**config.mk**
```make
export PLATFORM = sky130hd
export DESIGN_NAME = tug_game_ctrl
export DESIGN_NICKNAME = d
export VERILOG_FILES = /design/src/rtl/tug_game_ctrl.sv
export SDC_FILE = /design/constraint.sdc
export NUM_CORES = 1
export LEC_CHECK = 0
export CAP_MARGIN = 20
export CORE_ASPECT_RATIO = 0.9
export CORE_MARGIN = 10
export CORE_UTILIZATION = 42
export DETAILED_ROUTE_END_ITERATION = 8
export PLACE_DENSITY = 0.73
export REMOVE_ABC_BUFFERS = 1
export SLEW_MARGIN = 40
export SYNTH_ARGS = -nofsm -noshare
export SYNTH_HDL_FRONTEND = slang
export SYNTH_SLANG_ARGS = --single-unit
```
**constraint.sdc**
```tcl
create_clock -name clk -period 2.05 [get_ports clk]
set_input_delay 0.41 -clock clk [delete_from_list [all_inputs] [get_ports clk]]
set_output_delay 0.41 -clock clk [all_outputs]
set_load 0.01 [all_outputs]
```
**src/rtl/tug_game_ctrl.sv**
```systemverilog
// Tug-of-war round/match sequencer: one rope-position register drives the LED bar,
// tracks round wins and sequences PLAY -> WIN -> PLAY/OVER. Optional CPU right player: TUG_CPU_OPPONENT_EN.
module tug_game_ctrl #(
   parameter int NUM_LIGHTS = 9,
   parameter int SCORE_MAX  = 7,
   parameter int WIN_HOLD   = 4,
   localparam int SW = $clog2(SCORE_MAX + 1)
) (
   input  logic                  clk,
   input  logic                  reset,
   input  logic                  l_press,
   input  logic                  r_press,
   input  logic [9:0]            cpu_level,
   output logic [NUM_LIGHTS-1:0] light_on,
   output logic [1:0]            winner,
   output logic [SW-1:0]         l_score,
   output logic [SW-1:0]         r_score,
   output logic                  game_over
);

   localparam int PW = $clog2(NUM_LIGHTS);
   localparam int HW = $clog2(WIN_HOLD + 1);
   localparam logic [PW-1:0] CENTRE    = PW'((NUM_LIGHTS - 1) / 2);
   localparam logic [PW-1:0] LAST      = PW'(NUM_LIGHTS - 1);
   localparam logic [HW-1:0] HOLD_LAST = HW'(WIN_HOLD - 1);
   localparam logic [SW-1:0] SMAX      = SW'(SCORE_MAX);

   typedef enum logic [1:0] {PLAY, WIN, OVER} state_t;

   state_t        state;
   logic [PW-1:0] pos;
   logic [HW-1:0] hold_cnt;
   logic          r_eff;
   logic          l_go;
   logic          r_go;

`ifdef TUG_CPU_OPPONENT_EN
   logic [9:0] lfsr;
   logic       unused_r_press;

   always_ff @(posedge clk) begin
      if (reset)
         lfsr <= 10'h001;
      else
         lfsr <= {lfsr[8:0], lfsr[9] ^ lfsr[6]};
   end

   // The LFSR never holds zero, so cpu_level=0 never presses.
   assign r_eff          = (state == PLAY) && (lfsr <= cpu_level);
   assign unused_r_press = r_press;
`else
   logic unused_cpu_level;

   assign r_eff            = r_press;
   assign unused_cpu_level = ^cpu_level;
`endif

   assign l_go = l_press & ~r_eff;
   assign r_go = r_eff & ~l_press;

   always_ff @(posedge clk) begin
      if (reset) begin
         state    <= PLAY;
         pos      <= CENTRE;
         hold_cnt <= '0;
         l_score  <= '0;
         r_score  <= '0;
         winner   <= 2'b00;
      end else begin
         case (state)
            PLAY: begin
               if (l_go) begin
                  if (pos == LAST) begin
                     state    <= WIN;
                     winner   <= 2'b01;
                     l_score  <= l_score + SW'(1);
                     hold_cnt <= '0;
                  end else begin
                     pos <= pos + PW'(1);
                  end
               end else if (r_go) begin
                  if (pos == '0) begin
                     state    <= WIN;
                     winner   <= 2'b10;
                     r_score  <= r_score + SW'(1);
                     hold_cnt <= '0;
                  end else begin
                     pos <= pos - PW'(1);
                  end
               end
            end
            WIN: begin
               hold_cnt <= hold_cnt + HW'(1);
               if (hold_cnt == HOLD_LAST) begin
                  if (l_score == SMAX || r_score == SMAX) begin
                     state <= OVER;
                  end else begin
                     state  <= PLAY;
                     pos    <= CENTRE;
                     winner <= 2'b00;
                  end
               end
            end
            OVER: begin
            end
            default: state <= PLAY;
         endcase
      end
   end

   always_comb begin
      light_on = '0;
      if (state == PLAY)
         light_on = NUM_LIGHTS'(1) << pos;
   end

   assign game_over = (state == OVER);

endmodule

```
==> key figures, run 1 <==
Final layout
  – Share of layout cells above drive strength 1: 0.256
  – Finished Cell Area: 0.00148 mm^2
  – Fill cells: 208
  – Final core utilization: 0.606
  – Area growth, synth to finish: 38.6%
  – Ant diodes: 0
  – Final net count: around 190

Pwr
  – Total power: 0.00129 W
  – Pwr/cell area: 868 mW/mm^2
  – LEAKAGE: 0.674 nW
  – IR drop worst, VDD: 493 uV

Route
  – DRC: 0
  – TritonRoute pass-1 iters: 4
  – WL/cell: between 15 and 20 um
  – Routed WL: 2890 um
  – Initial DRC count: 51
  – DRT antenna net count: 0
  – DR vias/cell: 5.55
  – Via Count: approximately 1.0k

GRT
  – Initial antenna violation count: 0
  – Number of global-route vias before repair: 1,043
  – First-pass GRT wire length: 4670 um
  – Pin count of the biggest net entering global routing: 17
  – GRT overflow: 0
  – GRT Overall Usage: 0.117

STA
  – Final clock period utilization by the worst path: 0.971
  – Clock skew: 0.00865 ns
  – Fin worst setup slack: slightly below 0.06 ns
  – Tightest Pin Transition: 0.462 ns
  – Crit path time final: about 2.0 ns
  – Max Transition Viols Final: 0
  – FMAX: around 500 MHz
  – RSZ-0062 raised after global routing: yes
  – Final setup fails: 0
  – Slew Limit Headroom: 0.691
  – Fin. Hold Viols: 0

Outcome
  – Status: complete, no violations

Critical path
  – CP endpoint kind: output port
  – CP Data Required Time: 1.64 ns
  – Startpoint Class: register
  – Max FO, Critical Path: 6
  – Crit Path Class: reg -> out
  – Crit path arrival time: 1.58 ns

Yosys
  – Most common library cells after synthesis: dfxtp_1 (17), nor2_1 (16), ha_1 (10), nand2_1 (10), inv_1 (9)
  – Sequential fraction of the synthesis area: 0.318
  – Most common cell in the netlist: dfxtp_1
  – Cells after Synth: roughly 130
  – Synth warnings: 0
  – #FFs+latches synth: 17
  – Number of synthesized flops with an enable pin: 0
  – Synthesized area per cell: between 8 and 9 um^2
  – Yosys cell types: 39
  – Post-synth top flop: dfxtp_1
  – Post-synthesis cell area: approximately 0.0011 mm^2
  – Synth top area cells: dfxtp_1 (32%), ha_1 (12%), nor2_1 (5.6%)
  – Synth async-reset ratio: 0
  – Synth top area share: 0.318
  – Largest area contributor in the netlist: dfxtp_1

CTS
  – Clk pin slew, worst setup/hold paths: 0.10 ns
  – Cts hold-fix bufs: 0
  – CTS tree: done
  – Post-CTS Setup Bufs: 0
  – Root Driver: clkbuf_4
  – Clock Latency Late Sink: 0.30 ns
  – Num CTS Buffers: 3
  – Clk sinks: 17
  – Clock buffer depth: 2
  – H-tree Lvls: 1

Run
  – Max Cap Viol: 0

Placement
  – Routability cong.: 0.996
  – Number of I/O port buffers: 21
  – Worst slack, placed: -0.533 ns
  – Placed cell area: 0.00138 mm^2
  – Post-DP HPWL: 2160 um

Worst hold path
  – Hold/Removal Path Class: reg -> reg

Floorplan
  – Initial cell density of the core: 0.437
  – Core ar.: 0.00245 mm^2
  – Die X: around 73 um
  – Die H: 67.9 um
  – Die area: 0.00497 mm^2
  – Row count: 17
  – Ports: 32
## cell families after synthesis
| group | share of synthesized area |
|---|---|
| multiplexers | 0.0292 |
| buffers and inverters | 0.0631 |
| adder cells (fa/ha/maj) | 0.136 |
| AND/OR/NAND/NOR | 0.275 |
| AO/OA/AOI/OAI | 0.146 |
| XOR/XNOR | 0.0328 |
| flip-flops | 0.318 |
## worst paths after layout
| check | end | start | slack (ns) | depth (start not counted) |
|---|---|---|---|---|
| max reg2reg | pos[3] | pos[2] | 0.17 | 5 |
| min | hold_cnt[0] | hold_cnt[0] | 0.49 | 1 |
| min reg2reg | hold_cnt[0] | hold_cnt[0] | 0.49 | 1 |
| max | light_on[0] | pos[2] | 0.06 | 3 |
## what timing repair did
action / 4_1_cts / 5_1_grt
resized for setup: 30 / 8
pin swaps: 3 / 0
setup endpoints to repair: 16 / 7
## critical path, stage by stage (launching register included)
cell and delay, ns:
dfxtp_1 0.41, or3_4 0.41, nor3_2 0.19, clkdlybuf4s15_1 0.27
## layout by cell type (no fill, tap or decap), types with 2 or more instances in the layout
cell type,Yosys,layout
a211oi_1,2,2
a21o_1,3,3
a21oi_1,7,6
a31oi_1,2,2
buf_2,3,2
buf_4,0,12
clkbuf_4,0,3
clkdlybuf4s50_1,0,9
dfxtp_1,17,17
dlygate4sd2_1,0,7
ha_1,10,8
ha_4,0,2
inv_1,9,7
inv_2,0,2
mux2i_1,2,2
nand2_1,10,10
nand2b_1,2,2
nand3_1,4,4
nor2_1,16,15
nor3_1,5,3
nor3_2,0,2
o21ai_0,4,4
or3_1,4,2
or3_4,2,4
xor2_1,3,2
## layout make-up
cell class / instances / area [um^2] / area share
well taps: 28 / 35.0 / 0.0236
multi-input cells: 96 / 749 / 0.505
repair buffers: 34 / 297 / 0.200
clock inverters: 1 / 5.00 / 0.00338
inverters: 9 / 33.8 / 0.0228
clock buffers: 3 / 22.5 / 0.0152
flip-flops and latches: 17 / 340 / 0.230
## power breakdown
part	leakage [nW]	total (W)	switching, W	internal (W)
clock network	0.0177	0.000188	0.000116	0.0000728
registers	0.138	0.000440	0.0000692	0.000371
logic	0.519	0.000659	0.000324	0.000335
## per-layer routing
layer / vias to the layer above / GRT usage / part of all wire
met3: 5 / 0.0289 / 0.068
met1: 492 / 0.132 / 0.44
met5: - / 0 / 0
li1: 516 / - / -
met2: 31 / 0.205 / 0.48
met4: 0 / 0.0545 / 0.015
## stage by stage
step	hold slack [ns]	TNS, ns	std cells
floorplan	0.438	-0.115	122
global placement	0.461	-3.11	184
detailed placement	0.481	-3.57	184
CTS	0.496	0	188
global route	0.508	-0.0162	188
finish	0.490	0	188
## registers in the layout, summed over array words and instances, names as in the netlist
signal and flops:
hold_cnt 3, l_score 3, pos 4, r_score 3
state 2, winner 2
No activity file was read; power rests on OpenSTA's default activity.
==> run 2: changes to the inputs <==
RECOVER_POWER = 100   (was unset)
==> results of run 2 <==
No change in the layout: final DEF, timing and power equal those of run 1.
